<file path="src/rtl/iter_alu_pkg.sv">
// Shared op encodings, FSM states and helpers for the iterative ALU.
package alu_pkg;

    typedef enum logic [3:0] {
        OP_ADD   = 4'd0,
        OP_SUB   = 4'd1,
        OP_AND   = 4'd2,
        OP_OR    = 4'd3,
        OP_SLT   = 4'd4,
        OP_SLTU  = 4'd5,
        OP_XOR   = 4'd6,
        OP_MUL   = 4'd8,
        OP_MULHU = 4'd9,
        OP_DIVU  = 4'd10,
        OP_REMU  = 4'd11
    } alu_op_e;

    typedef enum logic [1:0] {
        IDLE,
        BUSY,
        DONE
    } alu_state_e;

    function automatic logic is_iterative(input logic [3:0] op);
        return (op == OP_MUL) || (op == OP_MULHU) || (op == OP_DIVU) || (op == OP_REMU);
    endfunction

    function automatic logic is_divide(input logic [3:0] op);
        return (op == OP_DIVU) || (op == OP_REMU);
    endfunction

endpackage

</file>
<file path="src/rtl/muldiv_iter.sv">
// Iterative unsigned shift-add multiplier / restoring divider, one step per clock.
module muldiv_iter #(
    parameter int unsigned WIDTH = 32
) (
    input  logic             clk,
    input  logic             rst_n,
    input  logic             start_i,
    input  logic             is_div_i,
    input  logic [WIDTH-1:0] a_i,
    input  logic [WIDTH-1:0] b_i,
    output logic             busy_o,
    output logic             done_o,
    output logic [WIDTH-1:0] product_lo_o,
    output logic [WIDTH-1:0] product_hi_o,
    output logic [WIDTH-1:0] quotient_o,
    output logic [WIDTH-1:0] remainder_o
);

    localparam int unsigned CW = $clog2(WIDTH) + 1;

    logic [WIDTH-1:0] acc_q, acc_d;
    logic [WIDTH-1:0] lo_q, lo_d;
    logic [WIDTH-1:0] opnd_q, opnd_d;
    logic             is_div_q, is_div_d;
    logic [CW-1:0]    cnt_q, cnt_d;

    logic [WIDTH-1:0] addend;
    logic [WIDTH:0]   add_sum;
    logic [WIDTH:0]   shifted;
    logic [WIDTH:0]   diff;

    always_comb begin
        addend  = lo_q[0] ? opnd_q : '0;
        add_sum = {1'b0, acc_q} + {1'b0, addend};
        shifted = {acc_q, lo_q[WIDTH-1]};
        diff    = shifted - {1'b0, opnd_q};

        acc_d    = acc_q;
        lo_d     = lo_q;
        opnd_d   = opnd_q;
        is_div_d = is_div_q;
        cnt_d    = cnt_q;

        if (start_i) begin
            acc_d    = '0;
            lo_d     = a_i;
            opnd_d   = b_i;
            is_div_d = is_div_i;
            cnt_d    = CW'(WIDTH);
        end else if (cnt_q != '0) begin
            cnt_d = cnt_q - CW'(1);
            if (is_div_q) begin
                // A zero divisor never borrows, so quotient fills with ones and the remainder ends up equal to a.
                if (!diff[WIDTH]) begin
                    acc_d = diff[WIDTH-1:0];
                    lo_d  = {lo_q[WIDTH-2:0], 1'b1};
                end else begin
                    acc_d = shifted[WIDTH-1:0];
                    lo_d  = {lo_q[WIDTH-2:0], 1'b0};
                end
            end else begin
                acc_d = add_sum[WIDTH:1];
                lo_d  = {add_sum[0], lo_q[WIDTH-1:1]};
            end
        end
    end

    always_ff @(posedge clk or negedge rst_n) begin
        if (!rst_n) begin
            acc_q    <= '0;
            lo_q     <= '0;
            opnd_q   <= '0;
            is_div_q <= 1'b0;
            cnt_q    <= '0;
        end else begin
            acc_q    <= acc_d;
            lo_q     <= lo_d;
            opnd_q   <= opnd_d;
            is_div_q <= is_div_d;
            cnt_q    <= cnt_d;
        end
    end

    // Results come from the next-state values so the final step can be captured on the same edge that completes it.
    assign busy_o       = (cnt_q != '0);
    assign done_o       = (cnt_q == CW'(1));
    assign product_lo_o = lo_d;
    assign product_hi_o = acc_d;
    assign quotient_o   = lo_d;
    assign remainder_o  = acc_d;

endmodule

</file>
<file path="src/rtl/iter_alu.sv">
// Registered, handshaked ALU with single-cycle logic/arith ops and iterative unsigned mul/div.
module iter_alu
    import alu_pkg::*;
#(
    parameter int unsigned WIDTH = 32
) (
    input  logic             clk,
    input  logic             rst_n,
    input  logic             in_valid,
    output logic             in_ready,
    input  logic [WIDTH-1:0] a,
    input  logic [WIDTH-1:0] b,
    input  logic [3:0]       control,
    output logic             out_valid,
    input  logic             out_ready,
    output logic [WIDTH-1:0] out,
    output logic             zero,
    output logic             neg,
    output logic             carry,
    output logic             overflow
);

    alu_state_e       state_q, state_d;
    logic [3:0]       op_q, op_d;
    logic [WIDTH-1:0] out_q, out_d;
    logic             zero_q, zero_d;
    logic             neg_q, neg_d;
    logic             carry_q, carry_d;
    logic             ovf_q, ovf_d;

    logic             md_start;
    logic             md_busy;
    logic             md_done;
    logic [WIDTH-1:0] md_lo, md_hi, md_quo, md_rem;

    logic [WIDTH:0]   sum;
    logic [WIDTH:0]   dif;
    logic [WIDTH-1:0] sc_res;
    logic             sc_carry;
    logic             sc_ovf;
    logic [WIDTH-1:0] it_res;

    muldiv_iter #(
        .WIDTH (WIDTH)
    ) u_muldiv (
        .clk          (clk),
        .rst_n        (rst_n),
        .start_i      (md_start),
        .is_div_i     (is_divide(control)),
        .a_i          (a),
        .b_i          (b),
        .busy_o       (md_busy),
        .done_o       (md_done),
        .product_lo_o (md_lo),
        .product_hi_o (md_hi),
        .quotient_o   (md_quo),
        .remainder_o  (md_rem)
    );

    assign in_ready  = (state_q == IDLE) && !md_busy;
    assign out_valid = (state_q == DONE);
    assign out       = out_q;
    assign zero      = zero_q;
    assign neg       = neg_q;
    assign carry     = carry_q;
    assign overflow  = ovf_q;

    always_comb begin
        sum      = {1'b0, a} + {1'b0, b};
        dif      = {1'b0, a} - {1'b0, b};
        sc_res   = '0;
        sc_carry = 1'b0;
        sc_ovf   = 1'b0;
        case (control)
            OP_ADD: begin
                sc_res   = sum[WIDTH-1:0];
                sc_carry = sum[WIDTH];
                sc_ovf   = (a[WIDTH-1] == b[WIDTH-1]) && (sum[WIDTH-1] != a[WIDTH-1]);
            end
            OP_SUB: begin
                sc_res   = dif[WIDTH-1:0];
                sc_carry = dif[WIDTH];
                sc_ovf   = (a[WIDTH-1] != b[WIDTH-1]) && (dif[WIDTH-1] != a[WIDTH-1]);
            end
            OP_AND:  sc_res = a & b;
            OP_OR:   sc_res = a | b;
            OP_SLT:  sc_res = {{(WIDTH-1){1'b0}}, ($signed(a) < $signed(b))};
            OP_SLTU: sc_res = {{(WIDTH-1){1'b0}}, (a < b)};
            OP_XOR:  sc_res = a ^ b;
            default: sc_res = '0;
        endcase
    end

    always_comb begin
        case (op_q)
            OP_MUL:   it_res = md_lo;
            OP_MULHU: it_res = md_hi;
            OP_DIVU:  it_res = md_quo;
            OP_REMU:  it_res = md_rem;
            default:  it_res = '0;
        endcase
    end

    always_comb begin
        state_d  = state_q;
        op_d     = op_q;
        out_d    = out_q;
        zero_d   = zero_q;
        neg_d    = neg_q;
        carry_d  = carry_q;
        ovf_d    = ovf_q;
        md_start = 1'b0;

        case (state_q)
            IDLE: begin
                if (in_valid && in_ready) begin
                    op_d = control;
                    if (is_iterative(control)) begin
                        md_start = 1'b1;
                        state_d  = BUSY;
                    end else begin
                        out_d   = sc_res;
                        zero_d  = (sc_res == '0);
                        neg_d   = sc_res[WIDTH-1];
                        carry_d = sc_carry;
                        ovf_d   = sc_ovf;
                        state_d = DONE;
                    end
                end
            end
            BUSY: begin
                if (md_done) begin
                    out_d   = it_res;
                    zero_d  = (it_res == '0);
                    neg_d   = it_res[WIDTH-1];
                    carry_d = 1'b0;
                    ovf_d   = 1'b0;
                    state_d = DONE;
                end
            end
            DONE: begin
                if (out_ready) begin
                    state_d = IDLE;
                end
            end
            default: state_d = IDLE;
        endcase
    end

    always_ff @(posedge clk or negedge rst_n) begin
        if (!rst_n) begin
            state_q <= IDLE;
            op_q    <= '0;
            out_q   <= '0;
            zero_q  <= 1'b0;
            neg_q   <= 1'b0;
            carry_q <= 1'b0;
            ovf_q   <= 1'b0;
        end else begin
            state_q <= state_d;
            op_q    <= op_d;
            out_q   <= out_d;
            zero_q  <= zero_d;
            neg_q   <= neg_d;
            carry_q <= carry_d;
            ovf_q   <= ovf_d;
        end
    end

endmodule

</file>
<file path="config.mk">
export PLATFORM = sky130hd
export DESIGN_NAME = iter_alu
export DESIGN_NICKNAME = d
export VERILOG_FILES = /design/src/rtl/iter_alu_pkg.sv /design/src/rtl/muldiv_iter.sv /design/src/rtl/iter_alu.sv
export SDC_FILE = /design/constraint.sdc
export NUM_CORES = 1
export LEC_CHECK = 0
export ABC_AREA = 1
export CAP_MARGIN = 30
export CORE_ASPECT_RATIO = 1.1
export CORE_MARGIN = 2
export CORE_UTILIZATION = 56
export CTS_CLUSTER_SIZE = 12
export DETAILED_ROUTE_END_ITERATION = 10
export HOLD_SLACK_MARGIN = 0.08
export PLACE_DENSITY = 0.76
export SETUP_SLACK_MARGIN = 0.4
export SYNTH_ARGS = -nofsm -noshare
export SYNTH_HDL_FRONTEND = slang
export SYNTH_SLANG_ARGS = --single-unit
</file>
<file path="constraint.sdc">
create_clock -name clk -period 3.1 [get_ports clk]
set_input_delay 0.62 -clock clk [delete_from_list [all_inputs] [get_ports clk]]
set_output_delay 0.62 -clock clk [all_outputs]
set_load 0.02 [all_outputs]
</file>
==> results.py, run 1 <==
metrics = {
    "die": {
        "start_util_pct": 56.8,
        "die-width_um": 174,
        "num_io_pins": 110,
        "chipHeight_um": 191,
        "rows": 68,
    },
    "clock_network": {
        "numCtsBuffers": 17,
        "holdBufCountCts": 0,
        "h-tree-depth": 4,
        "clockRootBuffer": "clkbuf_16",
        "cts_buffer_depth": 2,
        "cts_num_sinks": 143,
    },
    "synth": {
        "ys_seq_elements": 143,
        "synth_compound_area_share_pct": 18.5,
        "synthAdderAreaFrac_pct": 11.8,
        "synth.area.mux_share_pct": 0,
        "netlist_top_cells_count": "nand2_1 (908), inv_1 (501), nor2_1 (277), nand3_1 (220), a21oi_1 (196)",
        "yosys.area.top_type": "dfrtp_1",
        "synthArstFlopShare_pct": 100,
        "synthSimpleGateAreaFrac_pct": 35.3,
        "synth_area_sq_um": 17800,
        "synth.most_common_cell": "nand2_1",
        "synth_top_family_by_area": "simple AND/OR/NAND/NOR gates",
        "yosysWarnings": 0,
        "synthFlopType": "dfrtp_1",
        "avgSynthCellArea_sq_um": 5.93,
        "synth_area_leaders": "dfrtp_1 (20%), nand2_1 (19%), ha_1 (11%)",
        "synth-xor-area-share_pct": 1.08,
        "synth_top_area_share_pct": 20.1,
        "synth_edf_count": 0,
        "syn_nets": 3245,
        "synth-seq-area-share_pct": 20.1,
        "netlist_instances": 3007,
        "ys_types": 57,
    },
    "run_status": {
        "toolErrorMsg": "[ERROR GRT-0232] Routing congestion too high. Check the congestion heatmap in the GUI.",
        "status": "aborted with a tool error",
        "haltStage": "global routing",
    },
    "placed_design": {
        "pre_cts_ws_ns": -0.653,
        "portBuffers": 109,
        "placed_area_sq_um": 24500,
        "place_hpwl_mm": 61.8,
        "gp_congestion": 1.19,
        "dp_cells": 4132,
    },
    "sta": {
        "worst-ep-kind": "sequential cell input",
        "grt_worst_setup_endpoint": "zero$_DFFE_PN0P_/D",
    },
    "global_routing": {
        "track_usage_pct": 71.7,
        "grt_start_max_net_pins": 85,
        "globalRoute.totalOverflow": 98,
    },
}
metrics by stage:
step,TNS (ns),util (%)
3_3_place_gp,-5.01,78.0
3_5_place_dp,-7.28,78.0
4_1_cts,-0.287,83.8
2_1_floorplan,0,-
repair_timing:
item,CTS
gates cloned,2
pin swaps,57
endpoints found under the setup margin,48
resized for setup,312
setup buffers,33
metal layers:
| layer | GRT usage [%] | GRT overflow |
|---|---|---|
| met4 | 75.9 | 41 |
| met1 | 70.3 | 3 |
| met5 | 20.4 | 0 |
| met3 | 51.3 | 3 |
| met2 | 92.5 | 51 |
cell families after synthesis:
family | count (synthesis)
buffers and inverters | 605
adder cells (fa/ha/maj) | 166
AND/OR/NAND/NOR | 1517
flip-flops | 143
AO/OA/AOI/OAI | 554
XOR/XNOR | 22
==> inputs of run 2 (changes only) <==
CORE_ASPECT_RATIO = not set   (was 1.1)
CORE_UTILIZATION = 40   (was 56)
CTS_CLUSTER_SIZE = not set   (was 12)
HOLD_SLACK_MARGIN = not set   (was 0.08)
PLACE_DENSITY = not set   (was 0.76)
PLACE_DENSITY_LB_ADDON = 0.15   (was not set)
SETUP_SLACK_MARGIN = not set   (was 0.4)
clock period = 4.03 ns   (was 3.1 ns; I/O delays follow)
==> run 2 against run 1 <==
  * The flow now finishes without violations
  * Area after synthesis is the same
  * Synthesized cell count did not move
==> results.py, run 2 <==
metrics = {
    "detailed_routing": {
        "drt-pass1-iter-count": 6,
        "avgRoutedWirePerCell_um": 20.3,
        "viasPerCell": 5.38,
        "final_antenna_net_count": 0,
        "drt-initial-drc-count": 2041,
        "drc": 0,
        "routed_wl_mm": 81.3,
        "dr_total_vias": 21500,
    },
    "placed_design": {
        "place_hpwl_mm": 68.3,
        "dp_cells": 3966,
        "portBuffers": 109,
        "gp_congestion": 1.02,
    },
    "worst_setup_path": {
        "startpoint_type": "primary input",
        "crit_family": "simple AND/OR/NAND/NOR gates",
        "crit_arrival_ns": 4.19,
        "critical_path.most_common_cell": "nand2_1",
        "path_buf_inv": 3,
        "critPathMaxStageDelay_ns": 0.46,
        "cp_cell_sequence": "clkdlybuf4s50_1, ha_1, fa_1, nand3_1, nand2_1, a21oi_1, o21ai_0, buf_4, nand4_1, buf_4, nand4_1, nand3_1, nand3_1, nor2_1, nand2_1, nor2_2, nand4_1, nand2_1, nand2_1, nand2_1",
        "worst_ep_required_time_ns": 4.41,
        "crit_path_end_kind": "flip-flop",
        "path_class": "primary input to flip-flop",
        "crit_fanout": 3,
        "cp_slowest_cell": "clkdlybuf4s50_1",
    },
    "clock_network": {
        "clockRootBuffer": "clkbuf_16",
        "cts_setup_buffers": 0,
        "clkTransAtPathRegs_ns": 0.06,
        "numCtsBuffers": 17,
        "cts_buffer_depth": 2,
        "h-tree-depth": 4,
        "cts_num_sinks": 143,
        "insertion_delay_ns": 0.44,
        "cts_tree": "built",
    },
    "cells_and_area": {
        "final_cell_mix": "nand2_1 (908), inv_1 (500), buf_4 (351), nor2_1 (271), nand3_1 (220)",
        "layout_commonest_cell": "nand2_1",
        "layout.cells.non_filler": 3997,
        "drive_above_1_share_pct": 12.9,
        "antenna_cells": 0,
        "n_fill_cell": 4743,
        "syn_to_final_growth_pct": 26.9,
        "fin_nets": 3631,
    },
    "die": {
        "num_io_pins": 110,
        "chipHeight_um": 215,
        "core-area_sq_um": 44100,
        "die-width_um": 215,
        "rows": 77,
        "die_area_sq_um": 46300,
        "start_util_pct": 40.4,
    },
    "global_routing": {
        "antenna_found_initial": 4,
        "grt_start_max_net_pins": 91,
        "globalRoute.totalOverflow": 0,
        "grt_pass1_vias": 21200,
        "grt_pass1_wl_mm": 122,
        "track_usage_pct": 34.6,
    },
    "sta": {
        "fin_skew_ns": 0.0118,
        "period_share_pct": 94.5,
        "fin_crit_ns": 3.81,
        "fmax_mhz": 263,
        "hold_viol_final": 0,
        "rsz0062_at_grt": "false",
        "tightest_slew_ns": 0.919,
        "setup_viol": 0,
        "drv_slew": 0,
        "whs_ns": 0.419,
        "relSlewSlack_pct": 38.7,
    },
    "power": {
        "powerDensity_nw_per_um2": 614,
        "p_leak_nw": 12.1,
        "vdd_drop_max_mv": 0.295,
        "total_power_mw": 13.9,
    },
    "synth": {
        "synth-seq-area-share_pct": 20.1,
        "yosys.area.top_type": "dfrtp_1",
        "synthArstFlopShare_pct": 100,
        "netlist_top_cells_count": "nand2_1 (908), inv_1 (501), nor2_1 (277), nand3_1 (220), a21oi_1 (196)",
        "ys_types": 57,
        "synth_area_sq_um": 17800,
        "synth_edf_count": 0,
        "syn_nets": 3245,
        "synthFlopType": "dfrtp_1",
        "synth_area_leaders": "dfrtp_1 (20%), nand2_1 (19%), ha_1 (11%)",
        "netlist_instances": 3007,
        "synth.most_common_cell": "nand2_1",
        "ys_seq_elements": 143,
        "avgSynthCellArea_sq_um": 5.93,
        "yosysWarnings": 0,
        "synth_top_area_share_pct": 20.1,
    },
    "worst_hold_path": {
        "min_path_type": "primary input to asynchronous set/reset pin",
    },
    "run_status": {
        "status": "finished clean",
    },
    "flow_run": {
        "drv_cap": 0,
    },
}
-- run 2: cell counts after synthesis --
Identical to the previous run, type by type.
-- run 2: layout make-up --
type                       instances  area, sq um  area share [%]
clock buffer                      18          439            1.94
clock inverter                    13          188           0.830
inverter                         506         1900            8.40
multi-input combinational       2259        11900            52.7
sequential                       143         3580            15.8
tap                              592          741            3.28
timing repair buffer             466         3840            17.0
-- run 2: cell families after synthesis --
logic type | Yosys count | share of synthesized area [%]
AO/OA/AOI/OAI | 554 | 18.5
XOR/XNOR | 22 | 1.08
adder cells (fa/ha/maj) | 166 | 11.8
buffers and inverters | 605 | 13.2
flip-flops | 143 | 20.1
AND/OR/NAND/NOR | 1517 | 35.3
-- run 2: repair_timing --
| action | 4_1_cts | 5_1_grt |
|---|---|---|
| hold endpoints to repair | 0 | 0 |
| hold buffers | 0 | 0 |
| setup endpoints to repair | 1 | 1 |
| gates resized for setup | 1 | 8 |
-- run 2: routing by layer --
| metal | global-route usage, % | share of wire, % |
|---|---|---|
| met4 | 14.0 | 4.2 |
| met1 | 45.1 | 43 |
| met3 | 4.05 | 7.0 |
| met2 | 58.2 | 46 |
| met5 | 0 | 0 |
-- run 2: path summary, 6_finish.rpt --
path,start,endpoint,slack (ns),depth (start not counted)
worst max-delay path,a[0],zero,0.22,20
worst min-delay path,rst_n,u_muldiv.acc_q[25],0.42,1
worst max register to register,u_muldiv.acc_q[0],zero,0.27,24
worst min register to register,op_q[2],op_q[2],0.50,2
max in group asynchronous,rst_n,out[1],2.70,2
min in group clk,op_q[2],op_q[2],0.50,2
-- run 2: stage by stage --
stage | util [%] | instance area, sq um | setup TNS, ns | worst slack [ns]
3_5_place_dp | 49.8 | 22000 | -0.476 | -0.411
2_1_floorplan | - | 17800 | 0 | 0.674
6_report | 51.3 | 22600 | 0 | 0.223
5_1_grt | 51.3 | 22600 | 0 | 0.0172
3_3_place_gp | 49.7 | 21900 | -0.634 | -0.520
4_1_cts | 51.2 | 22600 | 0 | 0.0358
-- run 2: report_power, final --
group | total, mW | internal, mW | switching [mW] | leakage [nW]
registers | 2.54 | 1.99 | 0.549 | 1.78
logic | 9.64 | 3.44 | 6.20 | 10.1
clock network | 1.71 | 1.05 | 0.659 | 0.304
total | 13.9 | 6.48 | 7.41 | 12.1
Note: power is estimated with default switching activity, not from simulation.
==> inputs of run 3 (changes only) <==
RECOVER_POWER = 100   (was not set)
==> run 3 against run 2 <==
  * The flow now finishes with violations (capacitance limit, slew limit)
  * Non-clock buffer count unchanged
  * Clock power about the same
  * Routed wire length about the same
  * Core utilization down 0.26 points
  * Clock-buffer cell count unchanged
  * Final cell count unchanged
  * Global-route usage unchanged
  * Sequential share of layout area up 0.080 points
  * Critical path depth down 13
  * Power down 0.85%
==> results.py, run 3 (synthesis gave the netlist of run 2 again) <==
metrics = {
    "detailed_routing": {
        "routed_wl_mm": 81.2,
        "avgRoutedWirePerCell_um": 20.3,
        "drt-pass1-iter-count": 6,
        "drc": 0,
        "dr_total_vias": 21500,
        "wl_met2_mm": 37.5,
        "drt-initial-drc-count": 2076,
        "viasPerCell": 5.38,
        "route.met3.wl_mm": 5.98,
        "final_antenna_net_count": 0,
        "wl_met1_mm": 34.3,
        "dr.max_layer_used": "met4",
    },
    "placed_design": {
        "dp_cells": 3966,
        "portBuffers": 109,
        "placed_area_sq_um": 22000,
        "pre_cts_ws_ns": -0.411,
        "place_hpwl_mm": 68.3,
        "gp_congestion": 1.02,
    },
    "cells_and_area": {
        "drive_above_1_share_pct": 12.3,
        "regArea_sq_um": 3580,
        "design_area_sq_um": 22500,
        "multiInputGateArea_sq_um": 11900,
        "fin_util_pct": 51.0,
        "n_fill_cell": 4767,
        "antenna_cells": 0,
        "syn_to_final_growth_pct": 26.3,
        "layout.cells.non_filler": 3997,
        "final_cell_mix": "nand2_1 (911), inv_1 (500), buf_4 (330), nor2_1 (271), nand3_1 (220)",
        "fin_nets": 3631,
        "layout_commonest_cell": "nand2_1",
    },
    "worst_setup_path": {
        "crit_path_end_kind": "output pin",
        "startpoint_type": "flip-flop",
        "worst_ep_required_time_ns": 3.22,
        "crit_fanout": 20,
        "crit_arrival_ns": 3.09,
        "path_class": "flip-flop to output pin",
        "r2r_slack_ns": 0.24,
    },
    "power": {
        "p_leak_nw": 12.2,
        "powerDensity_nw_per_um2": 612,
        "vdd_drop_max_mv": 0.291,
        "total_power_mw": 13.8,
    },
    "sta": {
        "tightest_slew_ns": 2.41,
        "fin_tns_setup_ns": 0,
        "period_share_pct": 96.6,
        "rsz0062_at_grt": "false",
        "setup_viol": 0,
        "setup_ws_ns": 0.137,
        "fin_crit_ns": 3.89,
        "whs_ns": 0.499,
        "relSlewSlack_pct": -60.5,
        "fin_skew_ns": 0.0111,
        "fmax_mhz": 257,
        "hold_viol_final": 0,
        "drv_slew": 91,
    },
    "die": {
        "die_area_sq_um": 46300,
        "start_util_pct": 40.4,
        "die-width_um": 215,
        "core-area_sq_um": 44100,
        "rows": 77,
        "chipHeight_um": 215,
        "num_io_pins": 110,
    },
    "global_routing": {
        "grt_start_max_net_pins": 91,
        "antenna_found_initial": 5,
        "grt_pass1_vias": 21200,
        "track_usage_pct": 34.6,
        "globalRoute.totalOverflow": 0,
        "grt_pass1_wl_mm": 122,
    },
    "flow_run": {
        "drv_cap": 1,
    },
    "clock_network": {
        "clockRootBuffer": "clkbuf_16",
        "insertion_delay_ns": 0.44,
        "h-tree-depth": 4,
        "cts_tree": "built",
        "numCtsBuffers": 17,
        "clkTransAtPathRegs_ns": 0.06,
        "cts_buffer_depth": 2,
        "cts_num_sinks": 143,
        "holdBufCountCts": 0,
    },
    "run_status": {
        "violations": "capacitance limit, slew limit",
        "status": "finished with violations",
    },
    "worst_hold_path": {
        "min_path_type": "flip-flop to flip-flop",
    },
}
-- run 3: cell count changes in the layout (fill, tap and decap cells not counted), moves of 2 or more --
cell,previous run,this run
dlygate4sd3_1,0,37
clkdlybuf4s50_1,108,71
buf_4,351,330
clkbuf_2,0,3
o221ai_1,33,38
a21boi_0,1,4
nand2_1,908,911
o221ai_2,5,0
clkbuf_1,0,11
nand2_2,8,6
clkbuf_4,0,9
a21boi_1,6,3
-- run 3: worst max-delay path: stages, from the launching register on --
cell and delay (ns):
dfrtp_1 0.40, inv_1 0.10, ha_1 0.20, nor3b_1 0.36, nand2_2 0.23, buf_4 0.27, nor2_1 0.35, clkdlybuf4s50_1 0.72
-- run 3: worst paths after layout --
check,depth (start not counted),endpoint,from
worst max-delay path,7,in_ready,u_muldiv.cnt_q[0]
worst min-delay path,2,op_q[2],op_q[2]
worst max register to register,24,zero,u_muldiv.opnd_q[0]
worst min register to register,2,op_q[2],op_q[2]
max in group asynchronous,2,u_muldiv.lo_q[12],rst_n
min in group asynchronous,1,u_muldiv.acc_q[28],rst_n
-- run 3: metal layers --
layer | vias to the layer above | track usage, %
met5 | - | 0
met4 | 0 | 14.0
met3 | 147 | 4.05
met2 | 850 | 58.2
met1 | 10000 | 45.1
li1 | 10500 | -
-- run 3: repair_timing --
action	4_1_cts	5_1_grt
pin swaps	0	0
setup endpoints to repair	1	1
buffers inserted	0	0
endpoints found under the hold margin	0	0
gates resized for setup	1	8
-- run 3: final cells by class --
| class | instances | share of cell area [%] |
|---|---|---|
| inverter | 506 | 8.44 |
| sequential | 143 | 15.9 |
| timing repair buffer | 466 | 16.8 |
| clock inverter | 13 | 0.834 |
| multi-input combinational | 2259 | 52.8 |
| tap | 592 | 3.29 |
| clock buffer | 18 | 1.95 |
-- run 3: where the power goes --
group / leakage [nW] / total [mW] / switching, mW / internal (mW)
Sequential: 1.78 / 2.53 / 0.545 / 1.99
Combinational: 10.1 / 9.52 / 6.17 / 3.35
Clock: 0.304 / 1.72 / 0.667 / 1.05
